### config.mk
export PLATFORM = sky130hd
export DESIGN_NAME = dmem_port_arbiter
export DESIGN_NICKNAME = d
export VERILOG_FILES = /design/src/rtl/dmem_port_arbiter.sv
export SDC_FILE = /design/constraint.sdc
export NUM_CORES = 1
export LEC_CHECK = 0
export BUFFER_PORTS_ARGS = -buffer_cell sky130_fd_sc_hd__buf_2
export CAP_MARGIN = 20
export CORE_MARGIN = 2
export CORE_UTILIZATION = 37
export CTS_BUF_LIST = sky130_fd_sc_hd__clkbuf_8
export CTS_CLUSTER_SIZE = 30
export DETAILED_ROUTE_END_ITERATION = 10
export PLACE_DENSITY = 0.78
export SLEW_MARGIN = 20
export SYNTH_ARGS = -nofsm -noshare
export SYNTH_HDL_FRONTEND = slang
export SYNTH_SLANG_ARGS = --single-unit
export TNS_END_PERCENT = 1
### constraint.sdc
create_clock -name clk -period 1.4 [get_ports clk]
set_clock_uncertainty 0.15 [all_clocks]
set_input_delay 0.07 -clock clk [delete_from_list [all_inputs] [get_ports clk]]
set_output_delay 0.07 -clock clk [all_outputs]
set_load 0.05 [all_outputs]
### src/rtl/dmem_port_arbiter.sv
// dmem_port_arbiter: shares one data-memory port between the CPU
// load/store path and a host loader, stalling the CPU while it waits.
//
// Ports:
//   clk, rst            clock, synchronous active-high reset
//   cpu_req/we/addr/wdata -> cpu_rdata, cpu_stall   CPU side
//   host_req/we/addr/wdata -> host_gnt, host_rvalid, host_rdata
//   mem_en/we/addr/wdata, mem_rdata                 RAM side
//
// Optional feature: define DMEM_ARB_HOST_BURST_EN to let the host keep
// tie priority for up to BURST consecutive grants (message loading).
module dmem_port_arbiter #(
  parameter int AW     = 6,
  parameter int RD_LAT = 1
`ifdef DMEM_ARB_HOST_BURST_EN
  ,
  parameter int BURST  = 4
`endif
) (
  input  logic          clk,
  input  logic          rst,
  input  logic          cpu_req,
  input  logic          cpu_we,
  input  logic [AW-1:0] cpu_addr,
  input  logic [31:0]   cpu_wdata,
  output logic [31:0]   cpu_rdata,
  output logic          cpu_stall,
  input  logic          host_req,
  input  logic          host_we,
  input  logic [AW-1:0] host_addr,
  input  logic [31:0]   host_wdata,
  output logic          host_gnt,
  output logic          host_rvalid,
  output logic [31:0]   host_rdata,
  output logic          mem_en,
  output logic          mem_we,
  output logic [AW-1:0] mem_addr,
  output logic [31:0]   mem_wdata,
  input  logic [31:0]   mem_rdata
);

  localparam int LW = 2;

  typedef enum logic {
    S_IDLE,
    S_RD_WAIT
  } state_t;

  state_t        r_state;
  logic [LW-1:0] r_lat_cnt;
  logic          r_owner_host;
  logic          r_dvalid;
  logic [31:0]   r_cpu_rdata;
  logic [31:0]   r_host_rdata;

  logic w_can;
  logic w_cpu_pri;
  logic w_cpu_win;
  logic w_host_win;
  logic w_last_rd;
  logic w_cpu_data;

  // The data cycle (r_dvalid) blocks issue so a CPU load that is still
  // presenting its request is not re-issued.
  assign w_can      = ~rst & (r_state == S_IDLE) & ~r_dvalid;
  assign w_cpu_win  = w_can & cpu_req & (~host_req | w_cpu_pri);
  assign w_host_win = w_can & host_req & ~w_cpu_win;
  assign w_last_rd  = (r_state == S_RD_WAIT) &&
                      (r_lat_cnt == LW'(RD_LAT - 1));
  assign w_cpu_data = ~rst & r_dvalid & ~r_owner_host;

  assign cpu_stall   = cpu_req & ~((w_cpu_win & cpu_we) | w_cpu_data);
  assign cpu_rdata   = r_cpu_rdata;
  assign host_gnt    = w_host_win;
  assign host_rvalid = ~rst & r_dvalid & r_owner_host;
  assign host_rdata  = r_host_rdata;

  always_comb begin
    mem_en    = 1'b0;
    mem_we    = 1'b0;
    mem_addr  = '0;
    mem_wdata = '0;
    unique case (1'b1)
      w_cpu_win: begin
        mem_en    = 1'b1;
        mem_we    = cpu_we;
        mem_addr  = cpu_addr;
        mem_wdata = cpu_wdata;
      end
      w_host_win: begin
        mem_en    = 1'b1;
        mem_we    = host_we;
        mem_addr  = host_addr;
        mem_wdata = host_wdata;
      end
      default: ;
    endcase
  end

`ifdef DMEM_ARB_HOST_BURST_EN
  localparam int BW = $clog2(BURST + 1);

  logic [BW-1:0] r_burst;

  // CPU only wins a tie once the host has used its whole burst.
  assign w_cpu_pri = (r_burst == BW'(BURST));

  always_ff @(posedge clk) begin
    if (rst) begin
      r_burst <= '0;
    end else if (w_cpu_win) begin
      r_burst <= '0;
    end else if (w_host_win) begin
      if (r_burst != BW'(BURST))
        r_burst <= r_burst + 1'b1;
    end else if (!host_req) begin
      r_burst <= '0;
    end
  end
`else
  logic r_last_host;

  // Round-robin: the side not granted last wins a tie.
  assign w_cpu_pri = r_last_host;

  always_ff @(posedge clk) begin
    if (rst)
      r_last_host <= 1'b1;
    else if (w_cpu_win | w_host_win)
      r_last_host <= w_host_win;
  end
`endif

  always_ff @(posedge clk) begin
    if (rst) begin
      r_state      <= S_IDLE;
      r_lat_cnt    <= '0;
      r_owner_host <= 1'b0;
      r_dvalid     <= 1'b0;
      r_cpu_rdata  <= '0;
      r_host_rdata <= '0;
    end else begin
      r_dvalid <= 1'b0;
      unique case (r_state)
        S_IDLE: begin
          if ((w_cpu_win | w_host_win) & ~mem_we) begin
            r_state      <= S_RD_WAIT;
            r_lat_cnt    <= '0;
            r_owner_host <= w_host_win;
          end
        end
        S_RD_WAIT: begin
          // Capture the RAM word here; it is presented to the owner
          // from registers in the following (data) cycle.
          if (w_last_rd) begin
            r_state   <= S_IDLE;
            r_lat_cnt <= '0;
            r_dvalid  <= 1'b1;
            if (r_owner_host)
              r_host_rdata <= mem_rdata;
            else
              r_cpu_rdata <= mem_rdata;
          end else begin
            r_lat_cnt <= r_lat_cnt + 1'b1;
          end
        end
        default: r_state <= S_IDLE;
      endcase
    end
  end

endmodule
==> results of run 1 <==
-- stage by stage --
step | cells | hold WS, ns | worst slack (ns)
after floorplan | 369 | 0.0560 | -0.323
after global placement | 684 | 0.171 | -0.384
after detailed placement | 684 | 0.181 | -0.427
after CTS | 734 | 0.0417 | -0.721
after global routing | 736 | 0.0841 | -0.773
final | 736 | 0.0650 | -0.731
-- synth_stat cells (all sizes together), types with 2 or more instances --
cell / number
a21oi: 68
a22o: 39
buf: 10
clkbuf: 19
dfxtp: 70
inv: 4
nand2: 131
nand2b: 4
nand3: 2
nor2: 11
o21ai: 3
-- registers in the layout, indices dropped and copies added, names as in the netlist --
name,flops
cpu_rdata,32
host_rdata,32
r_dvalid,1
r_last_host,1
r_lat_cnt,2
r_owner_host,1
r_state,1
-- per-layer routing --
metal  global-route usage (%)  up-vias
li1                         -     1771
met1                     29.7     1775
met2                     55.7      212
met3                     8.95       60
met4                     16.9        0
met5                        0        -
-- final cells by class --
| type | instances | share of cell area [%] |
|---|---|---|
| Clock buffer | 9 | 2.11 |
| Clock inverter | 7 | 1.66 |
| Inverter | 4 | 0.256 |
| Multi-Input combinational cell | 266 | 31.5 |
| Sequential cell | 70 | 23.9 |
| Tap cell | 102 | 2.18 |
| Timing Repair Buffer | 278 | 38.4 |
-- report_power, final --
group / internal, mW / leakage (nW) / switching, mW
combinational: 0.806 / 2.02 / 1.08
clock: 1.01 / 0.111 / 0.794
sequential: 2.05 / 0.567 / 0.0381
-- placed cells by master (no fill, tap or decap), types with 2 or more instances in the layout --
master,count
sky130_fd_sc_hd__nor2_2,2
sky130_fd_sc_hd__bufinv_16,2
sky130_fd_sc_hd__nand2_1,130
sky130_fd_sc_hd__clkbuf_8,9
sky130_fd_sc_hd__nand2b_1,3
sky130_fd_sc_hd__a21oi_1,45
sky130_fd_sc_hd__inv_2,4
sky130_fd_sc_hd__clkbuf_16,2
sky130_fd_sc_hd__buf_4,12
sky130_fd_sc_hd__nor2_4,3
sky130_fd_sc_hd__dlygate4sd3_1,32
sky130_fd_sc_hd__buf_2,177
sky130_fd_sc_hd__buf_12,17
sky130_fd_sc_hd__dfxtp_2,2
sky130_fd_sc_hd__buf_6,5
sky130_fd_sc_hd__a22o_4,39
sky130_fd_sc_hd__clkinv_4,2
sky130_fd_sc_hd__a21oi_2,23
sky130_fd_sc_hd__buf_8,32
sky130_fd_sc_hd__nor2_1,6
sky130_fd_sc_hd__dfxtp_1,68
-- worst max path at each step --
| stage | from | endpoint | slack (ns) | depth (start not counted) |
|---|---|---|---|---|
| after floorplan | r_state$_SDFF_PP0_ | mem_addr[0] | -0.32 | 5 |
| after global placement | r_state$_SDFF_PP0_ | mem_wdata[26] | -0.38 | 5 |
| after detailed placement | r_state$_SDFF_PP0_ | mem_wdata[1] | -0.43 | 5 |
| after CTS | r_state$_SDFF_PP0_ | mem_wdata[17] | -0.72 | 6 |
| after global routing | r_state$_SDFF_PP0_ | mem_wdata[24] | -0.77 | 6 |
| final | r_state$_SDFF_PP0_ | mem_wdata[24] | -0.73 | 6 |
-- critical path, cell delays in order, from the launching register on --
cell,delay (ns)
sky130_fd_sc_hd__dfxtp_1,0.33
sky130_fd_sc_hd__or3_4,0.41
sky130_fd_sc_hd__nor3_4,0.22
sky130_fd_sc_hd__buf_12,0.17
sky130_fd_sc_hd__clkbuf_16,0.16
sky130_fd_sc_hd__a22o_4,0.13
sky130_fd_sc_hd__buf_8,0.14
-- what timing repair did --
item                                    CTS  global route
hold endpoints to repair                 64             0
resized for setup                       122            30
endpoints found under the setup margin  109           112
setup buffers                             1             0
hold buffers                             32             0
cloned                                    1             2
pin swaps                                 2             3
-- kinds of logic after synthesis --
logic type      after synthesis  share of synthesized area [%]
simple gates                151                           20.7
compound gates              113                           24.9
flops                        70                           48.0
buf+inv                      33                           5.53
mux                           1                          0.386
fa+ha+maj                     1                          0.429
==> run summary, run 1 <==
The tools report the placer's final routability congestion estimate as 0.809. The detailed router used layers up to and including met4. The run gives 7.18 mm as the met2 wirelength from detailed routing.

By area the synthesized netlist is led by sky130_fd_sc_hd__dfxtp_1 48%, sky130_fd_sc_hd__nand2_1 17%, sky130_fd_sc_hd__a22o_1 12%. After routing the design area is 0.00587 mm². Worst flop-to-flop path startpoint: r_state$_SDFF_PP0_.

The area of the multi-input gates came out at 0.00185 mm². The vertical extent of the die came out at 92.8 µm. The clock transition at the register clock pins on the worst setup and hold paths after CTS is 0.07 ns, and the die boundary width is 92.8 µm. Cell area power density: 985 mW/mm². Setup slack on the worst reg-to-reg path comes out at -0.09 ns. The sequential fraction of the synthesis area was 48.0%; the register area was 0.00140 mm². Setup violations remaining at the end of the flow were counted as 47.

In the routed design, unresolved DRC markers number 0. After detailed routing, the wire length on met1 is 4.75 mm. In this run, CTS created clock tree buffers numbering 9.

Subtracting the final worst setup slack from the clock period gives 2.13 ns. The setup slack after layout was -0.731 ns. After synthesis, the mean cell area works out to 7.91 µm². The largest voltage drop on the vdd net came out at 0.825 mV. In the routed layout, each cell is associated on average with a via count of 5.19. Setup repair after global routing could not meet its margin everywhere. The logs give 4009 for the number of global-route vias before repair and 0.00769 mm² for the core area.

The run gives 0 as the number of pins with negative max-slew slack in the final report. The class of the worst hold path was input port to flop. The root buffer cell chosen for the clock tree is sky130_fd_sc_hd__clkbuf_8. In the final routed layout, each cell accounts on average for 18.8 µm. After global routing the overflow that remains totals 0.

For the worst-skew pair, the clock arrives at the later sink with an insertion delay of 0.33 ns. The tools report the die footprint as 0.00861 mm². In the finished design, the share of the clock period the worst path needs comes to 152%.

The number of cells on the worst reg-to-reg path is 4. The placed cell area was 0.00471 mm²; the headroom to the max-slew limit was 43.1%. The worst setup path is launched from a flop.

The logs give 221 for the number of top-level pins and 1.14 mm for the met3 routed wirelength. The net count of the finished layout is 744. The number of levels in the clock H-tree came out at 3. Number of instances in the synthesized netlist: 369. Along the worst path, the maximum fanout reaches 8.

Detailed routing inserted a total of 3818 vias. The number of antenna violations at the first check in global routing is 0, and the post-detailed-route count of antenna-violating nets is 0. Summed over all instances, the cell type with the most area after synthesis is sky130_fd_sc_hd__dfxtp_1. The global routing usage summed across all routing layers was 30.1%; the ratio of cells with drive above 1 in the final layout was 54.1%. The count of input and output buffers is 220, and the number of distinct library cell variants in the gate-level netlist after synthesis is 23. The analysis attributes to cell leakage a power of 2.70 nW. The total negative slack is -29.00 ns, and the post-synthesis instance area is 0.00292 mm². TritonCTS built the clock tree. The proportion of synthesized flip-flops having asynchronous set or reset was 0%; the wire length of the first global-routing pass was 20.1 mm. The worst hold path was traced through 4 stages. Net count after synthesis: 484. For this configuration, the core starts out at a cell density of 38.0%. The number of antenna diodes in the final layout is 0. Based on the critical path, the design can be clocked at up to 0.469 GHz.

Before antenna repair, the detailed router went through 4 iterations. The Yosys step of the flow raised 0 warnings. For hold timing, the worst endpoint is r_last_host$_SDFFE_PP1P_. The reg-to-reg critical path endpoint is r_owner_host$_SDFFE_PP0P_. Counting flops and latches in the post-synthesis netlist gives 70.

Number of enable flip-flop cells after synthesis: 0. The final reports fail on negative setup slack. Summed over all layers, the routed wires come to 13.8 mm. The HPWL after detailed placement is 8.03 mm. The violation count after the first detailed-routing iteration is 116, and the overall power consumption is 5.78 mW.

In this run the most critical hold path is launched from cpu_req. The fraction of post-synthesis cell area in the top cell type by area works out to 48.0%. The classification of the worst setup path was flop to output pin. The initialized floorplan defines 32 standard-cell rows. The run gives 0 as the final hold violation count. Clock tree synthesis found a total of 70 sinks. Once layout is complete, the utilization of the core stands at 76.3%. Area growth from synthesis to layout: 101%. After filler insertion, the fill cell instance count of the layout stands at 515. Entering global routing, the biggest net connects 72 pins. The flow ran to the end, but the final reports show violations. STA classifies the critical path endpoint as an output pin. For the maximum clock path buffer count, the log shows 2. Across the run, the number of max-cap violations was 0. The most used flip-flop cell after synthesis is sky130_fd_sc_hd__dfxtp_1. The worst-margin pin slew is 0.853 ns.

The tools report the arrival time at the worst endpoint as 1.91 ns. Data on the critical path is required at its endpoint by 1.18 ns.
No activity file was read; power rests on OpenSTA's default activity.
==> run 2, diff against run 1 <==
Settings changed: RECOVER_POWER set to 25.
==> run 2 against run 1 <==
The flow still finishes with violations (negative setup slack). Highest routed layer unchanged. Non-clock buffer count unchanged. Utilization down 0.098 points. Clock power about the same. Register-to-register slack worse by 0.03 ns.
==> run summary, run 2 (synthesized netlist as in run 1, its figures left out) <==
Clock transition at the register clock pins on the worst setup and hold paths after CTS: 0.07 ns (about the same). The first-pass iteration count of the detailed router was 5 (+1). The logs give 30.1% (unchanged) for the global routing usage summed across all routing layers and 72 (unchanged) for the largest net degree at the start of global routing. The post-layout minimum cycle time was 2.13 ns (-0.00394 ns); the arrival time at the worst endpoint was 1.91 ns (about the same). The tools report the layout net count as 744 (unchanged).

The top cell types in the final layout, fill and taps aside, are 160 x sky130_fd_sc_hd__buf_2, 131 x sky130_fd_sc_hd__nand2_1, 68 x sky130_fd_sc_hd__dfxtp_1. The logs give 517 (+0.39%) for the filler cell count in the final layout and 1.18 ns (about the same) for the worst path required time. The tools report the final wirelength as 13.8 mm (-0.21%). The logs give 221 (unchanged) for the number of top-level pins and 70 (unchanged) for the clock net sink count. The area growth from synthesis to layout was 101%; the via-per-instance ratio was 5.23 (+0.73%).

Number of antenna violations at the first check in global routing: 0 (unchanged). The headroom to the max-slew limit was 43.6% (+0.44 points); the largest voltage drop on the vdd net was 0.824 mV (about the same). The count of input and output buffers was 220 (unchanged); the ratio of cells with drive above 1 in the final layout was 53.9% (-0.16 points).

The tools report the post-detailed-route count of antenna-violating nets as 0 (unchanged). The count of unresolved DRC violations after routing is 0 (unchanged). The smallest hold slack came out at 0.0679 ns (+0.00286 ns). The peak fanout along the critical path is 8 (unchanged), and the highest clock rate is 0.470 GHz (+0.19%).

The number of maximum-capacitance violations came out at 0 (unchanged). The count of vias placed by the detailed router came out at 3846 (+0.73%). The buffer and inverter count on the worst path was 3 (unchanged).

Setup repair after global routing could not meet its margin everywhere. Among all stages on the critical path, the largest delay is contributed by sky130_fd_sc_hd__or3_4. The tools report the die footprint as 0.00861 mm² (unchanged). Walking the worst path, the cells encountered are or3_4, nor3_4, buf_12, clkbuf_16, a22o_4, buf_8.

The detailed placement HPWL came out at 8.03 mm (unchanged). TritonCTS built the clock tree. The classification of the worst setup path was flop to output pin.

The setup slack after layout was -0.727 ns (+0.00394 ns); the core occupancy in the finished layout was 76.2% (-0.098 points). For the area of the multi-input gates, the log shows 0.00184 mm² (-0.41%). The min-delay analysis places its worst path in the category input port to flop. The total of endpoints with negative setup slack in the final report is 109 (+130%). The run gives 9 (unchanged) as the CTS buffer count.

Clock tree synthesis selected as its root buffer the cell sky130_fd_sc_hd__clkbuf_8. The run gives 121 (+4.3%) as the violation count after the first detailed-routing iteration. The worst setup path is captured at an output pin. The checks that failed: negative setup slack. The ratio of final minimum period to clock period works out to 152% (-0.28 points). The register area is 0.00140 mm² (unchanged).

The initial core utilization is 38.0% (unchanged), and the antenna diode instance count is 0 (unchanged). The clock network latency to the later pin of the worst-skew pair was 0.33 ns (about the same). The cell area power density was 985 mW/mm² (about the same); the placed cell area was 0.00471 mm² (unchanged).

The number of pins with negative max-slew slack in the final report is 0 (unchanged). The worst-margin pin slew is 0.846 ns (-0.00663 ns). The tools report the final hold violation count as 0 (unchanged). The run finished, with violations left. The logs give 2 (unchanged) for the maximum clock path buffer count and 0 (unchanged) for the total overflow reported by the global router.

For the number of rows in the core area, the log shows 32 (unchanged). The logs give 0.809 (unchanged) for the placer's final routability congestion estimate and 4009 (unchanged) for the number of global-route vias before repair. The wire length per cell was 18.8 µm (-0.21%). Nature of the critical path startpoint: a flop. The tools report the number of levels in the clock H-tree as 3 (unchanged).

The run gives 0.00586 mm² (-0.13%) as the area of all placed cells without fillers. The die boundary width was 92.8 µm (unchanged); the total leakage power was 2.69 nW (-0.62%). The run gives 20.1 mm (unchanged) as the wire length of the first global-routing pass.

The run gives 0.00769 mm² (unchanged) as the core area. The vertical extent of the die is 92.8 µm (unchanged). Peak per-stage delay on the critical path: 0.41 ns (about the same). Leaving out fill and tap cells, the most frequent cell in the layout is sky130_fd_sc_hd__buf_2. Largest delay contributor family on the critical path: simple AND/OR/NAND/NOR gates.
==> run 2: cell count changes in the layout (fill, tap and decap cells not counted) <==
cell and change:
sky130_fd_sc_hd__buf_2 -17, sky130_fd_sc_hd__clkbuf_2 +17, sky130_fd_sc_hd__nand2_1 +1, sky130_fd_sc_hd__nand2_4 -1
==> run 2: final cells by class <==
class | instances | area share (%)
repair buffers | 278 | 38.4
well taps | 102 | 2.18
inverters | 4 | 0.256
clock buffers | 9 | 2.11
multi-input cells | 266 | 31.4
clock inverters | 7 | 1.67
flip-flops and latches | 70 | 24.0
==> run 2: final timing paths <==
check / from / depth (start not counted) / slack [ns] / endpoint
min reg2reg: host_rdata[28]$_SDFFE_PP0P_ / 2 / 0.30 / host_rdata[28]$_SDFFE_PP0P_
max reg2reg: r_lat_cnt[0]$_SDFFE_PP0P_ / 7 / -0.12 / cpu_rdata[1]$_SDFFE_PP0P_
max: r_state$_SDFF_PP0_ / 6 / -0.73 / mem_wdata[24]
min: cpu_req / 4 / 0.07 / r_last_host$_SDFFE_PP1P_
==> run 2: worst register-to-register path, cell delays in order (launching register included) <==
cell                      delay [ns]
sky130_fd_sc_hd__dfxtp_1        0.31
sky130_fd_sc_hd__inv_2          0.07
sky130_fd_sc_hd__ha_4           0.16
sky130_fd_sc_hd__nand2_1        0.15
sky130_fd_sc_hd__nor2_4         0.18
sky130_fd_sc_hd__buf_12         0.18
sky130_fd_sc_hd__nand2_1        0.07
sky130_fd_sc_hd__a21oi_1        0.18
==> run 2: metrics by stage <==
| stage | instances | total power, mW | setup slack [ns] | setup TNS (ns) |
|---|---|---|---|---|
| after floorplan | 369 | 3.10 | -0.323 | -19.74 |
| after global placement | 684 | 3.59 | -0.384 | -17.81 |
| after detailed placement | 684 | 3.61 | -0.427 | -21.76 |
| after CTS | 734 | 5.70 | -0.721 | -27.95 |
| after global routing | 736 | 5.97 | -0.773 | -39.48 |
| final | 736 | 5.77 | -0.727 | -32.09 |
==> run 2: power breakdown <==
part	switching, mW	internal (mW)	total [mW]
Combinational	1.07	0.805	1.88
Clock	0.793	1.01	1.80
Sequential	0.0381	2.05	2.09
==> run 2: per-layer routing <==
| layer | vias up | track usage, % | routed length (µm) |
|---|---|---|---|
| met4 | 0 | 16.9 | 794 |
| li1 | 1772 | - | - |
| met1 | 1774 | 29.7 | 4660 |
| met2 | 233 | 55.7 | 7150 |
| met5 | - | 0 | 0 |
| met3 | 67 | 8.95 | 1190 |
==> run 2: repair_timing <==
item	4_1_cts	5_1_grt
resized for setup	122	30
setup endpoints to repair	109	112
pin swaps	2	3
setup buffers	1	0
hold buffers	32	0
endpoints found under the hold margin	64	0
cloned	1	2
==> run 3, diff against run 2 <==
Settings changed: PLACE_DENSITY 0.78 to 0.74.
==> run 3 against run 2 <==
Final cell count fell by 0.27%. Count of clock-buffer cells in the layout did not move. Power fell by 8.6%. Register-to-register slack improved by 0.02 ns. Largest cell class unchanged. Critical path depth did not move. Critical path type unchanged. Worst hold slack got worse by 0.029 ns. Sequential share of layout area rose by 0.83 points. Flip-flop and latch count did not move. The flow still finishes with violations (negative setup slack).
==> run summary, run 3 (synthesized netlist as in run 1, its figures left out) <==
The run gives -0.668 ns (+0.0599 ns) as the setup slack after layout. The core occupancy in the finished layout was 73.7% (-2.5 points). The headroom to the max-slew limit is 46.0% (+2.4 points), and the number of gates on the worst path with buffers counted is 6 (unchanged).

The area growth from synthesis to layout works out to 94.1%. The placer's final routability congestion estimate was 0.765 (-5.4%). Count of input and output buffers: 220 (unchanged). Following the worst setup path forward leads to its endpoint at mem_wdata[10]. The critical path is of the flop to output pin type.

The tools report the internal reg-to-reg setup slack as -0.10 ns (+0.02 ns). Arrival time at the worst endpoint: 1.85 ns (-0.06 ns). The logs give 9 (unchanged) for the CTS buffer count and 105 (-3.7%) for the total of endpoints with negative setup slack in the final report. The core area came out at 0.00769 mm² (unchanged). Leaving out fill and tap cells, the most frequent cell in the layout is sky130_fd_sc_hd__buf_2.

The worst-margin pin slew was 0.811 ns (-0.0356 ns); the post-layout minimum cycle time was 2.07 ns (-0.0599 ns). The ratio of cells with drive above 1 in the final layout was 52.1% (-1.9 points). Overall power consumption: 5.28 mW (-8.6%). The root buffer cell chosen for the clock tree is sky130_fd_sc_hd__clkbuf_8. Setup repair after global routing could not meet its margin everywhere. The tools report the area of the multi-input gates as 0.00180 mm² (-2.0%). The number of global-route vias before repair came out at 3724 (-7.1%). The highest clock rate is 0.484 GHz (+2.9%). The number of rows in the core area was 32 (unchanged); the die boundary width was 92.8 µm (unchanged). The min-delay analysis places its worst path in the category input port to flop.

The flow ran to the end, but the final reports show violations. The ratio of final minimum period to clock period is 148% (-4.3 points), and the global routing usage summed across all routing layers is 26.3% (-3.9 points). The worst setup path is captured at an output pin. The via-per-instance ratio is 5.06 (-3.2%), and the area of all placed cells without fillers is 0.00566 mm² (-3.3%). Final standard cell count with taps included and fillers excluded: 734 (-0.27%). In this run the critical register-to-register path is launched from r_lat_cnt[1]$_SDFFE_PP0P_. The run gives 0.692 mV (-16%) as the largest voltage drop on the vdd net. For the count of unresolved DRC violations after routing, the log shows 0 (unchanged). The final wirelength came out at 12.0 mm (-13%). The run gives 0.00861 mm² (unchanged) as the die footprint.

Reg-to-reg critical path endpoint: host_rdata[12]$_SDFFE_PP0P_. The maximum clock path buffer count was 2 (unchanged); the violation count after the first detailed-routing iteration was 196 (+62%). The worst path required time came out at 1.18 ns (about the same). The clock net sink count was 70 (unchanged).

Traced cell by cell, the critical path runs through or3_4, nor3_4, buf_6, buf_12, a22o_4, buf_8. The clock transition at the register clock pins on the worst setup and hold paths after CTS was 0.07 ns (about the same). The number of antenna violations at the first check in global routing was 0 (unchanged); the final hold violation count was 0 (unchanged). The run gives 0 (unchanged) as the post-detailed-route count of antenna-violating nets. The vertical extent of the die is 92.8 µm (unchanged), and the count of placed standard cells including taps is 684 (unchanged).

The worst-path cell with the longest stage delay is sky130_fd_sc_hd__or3_4. The first-pass iteration count of the detailed router was 4 (-1). TritonCTS built the clock tree. The number of levels in the clock H-tree was 3 (unchanged). STA classifies the critical path startpoint as a flop.

The filler cell count in the final layout was 575 (+11%); the wire length of the first global-routing pass was 17.8 mm (-11%). Peak fanout along the critical path: 12 (+4). The peak per-stage delay on the critical path works out to 0.41 ns (about the same). Leaving out fill and tap cells, the most frequent cells in the layout are 161 x sky130_fd_sc_hd__buf_2, 131 x sky130_fd_sc_hd__nand2_1, 68 x sky130_fd_sc_hd__dfxtp_1. Number of maximum-capacitance violations: 0 (unchanged). The register area is 0.00140 mm² (unchanged), and the wire length per cell is 16.4 µm (-13%). The clock network latency to the later pin of the worst-skew pair was 0.34 ns (about the same).

The antenna diode instance count is 0 (unchanged), and the layout net count is 743 (-0.13%). The count of vias placed by the detailed router is 3712 (-3.5%). The largest delay contributor family on the critical path is simple AND/OR/NAND/NOR gates.

The number of pins with negative max-slew slack in the final report is 0 (unchanged). The worst setup path startpoint is r_state$_SDFF_PP0_. Placed cell area: 0.00462 mm² (-1.9%). For the total leakage power, the log shows 2.63 nW (-1.9%). The buffer and inverter count on the worst path was 3 (unchanged).

The cell area power density came out at 932 mW/mm² (-5.4%). The run gives 221 (unchanged) as the number of top-level pins. The checks that failed: negative setup slack.

Cell count of the worst reg-to-reg path: 7 (unchanged). The tools report the detailed placement HPWL as 7.76 mm (-3.4%). The largest net degree at the start of global routing is 72 (unchanged), and the smallest hold slack is 0.0392 ns (-0.0287 ns). The initial core utilization is 38.0% (unchanged). Total overflow reported by the global router: 0 (unchanged).
## run 3: cell count changes in the layout (fill, tap and decap cells not counted), moves of 3 or more
| cell | delta |
|---|---|
| sky130_fd_sc_hd__a21oi_1 | +8 |
| sky130_fd_sc_hd__a21oi_2 | -8 |
| sky130_fd_sc_hd__buf_12 | -7 |
| sky130_fd_sc_hd__buf_6 | +10 |
| sky130_fd_sc_hd__buf_8 | -4 |
| sky130_fd_sc_hd__clkinv_2 | +3 |
## run 3: worst min path at each step
stage / to / slack [ns] / startpoint / cells past startpoint
after global routing: r_last_host$_SDFFE_PP1P_ / 0.1 / cpu_req / 4
after CTS: r_last_host$_SDFFE_PP1P_ / 0.03 / cpu_req / 4
final: r_last_host$_SDFFE_PP1P_ / 0.04 / cpu_req / 4
after floorplan: cpu_rdata[0]$_SDFFE_PP0P_ / 0.06 / mem_rdata[0] / 2
after global placement: host_rdata[4]$_SDFFE_PP0P_ / 0.17 / mem_rdata[4] / 3
after detailed placement: cpu_rdata[30]$_SDFFE_PP0P_ / 0.18 / mem_rdata[30] / 3
## run 3: worst register-to-register path, cell delays in order (launching register included)
cell                      delay (ns)
sky130_fd_sc_hd__dfxtp_1        0.31
sky130_fd_sc_hd__inv_2          0.07
sky130_fd_sc_hd__ha_4           0.15
sky130_fd_sc_hd__nand2_1        0.15
sky130_fd_sc_hd__nor2_4         0.19
sky130_fd_sc_hd__buf_12         0.17
sky130_fd_sc_hd__nand2_1        0.08
sky130_fd_sc_hd__a21oi_1        0.16
## run 3: layer usage
metal  track usage (%)  share of wire, %  up-vias
li1                  -                 -     1772
met1              26.4                35     1731
met2              48.9                53      178
met3              7.16               8.0       31
met4              13.8               3.8        0
met5                 0                 0        -
## run 3: repair_timing
item,CTS,global route
resized for setup,97,50
setup buffers,1,0
endpoints found under the hold margin,64,0
gates cloned,1,1
setup endpoints to repair,110,107
hold buffers,32,0
pin swaps,3,3
## run 3: layout make-up
cell class | instances | area share (%)
Clock inverter | 6 | 0.685
Sequential cell | 70 | 24.8
Clock buffer | 9 | 2.19
Timing Repair Buffer | 277 | 38.0
Multi-Input combinational cell | 266 | 31.8
Inverter | 4 | 0.265
Tap cell | 102 | 2.25
## run 3: power by group
part           total [mW]  leakage, nW  internal [mW]  switching [mW]
clock                1.40       0.0813          0.628           0.776
sequential           2.09        0.567           2.05          0.0351
combinational        1.78         1.99          0.758            1.02
## run 3: metrics by stage
| stage | setup TNS, ns | setup WS (ns) |
|---|---|---|
| 5_1_grt | -38.80 | -0.754 |
| 4_1_cts | -28.40 | -0.707 |
| 3_3_place_gp | -19.18 | -0.386 |
| 3_5_place_dp | -22.35 | -0.437 |
| 6_report | -29.56 | -0.668 |
| 2_1_floorplan | -19.74 | -0.323 |
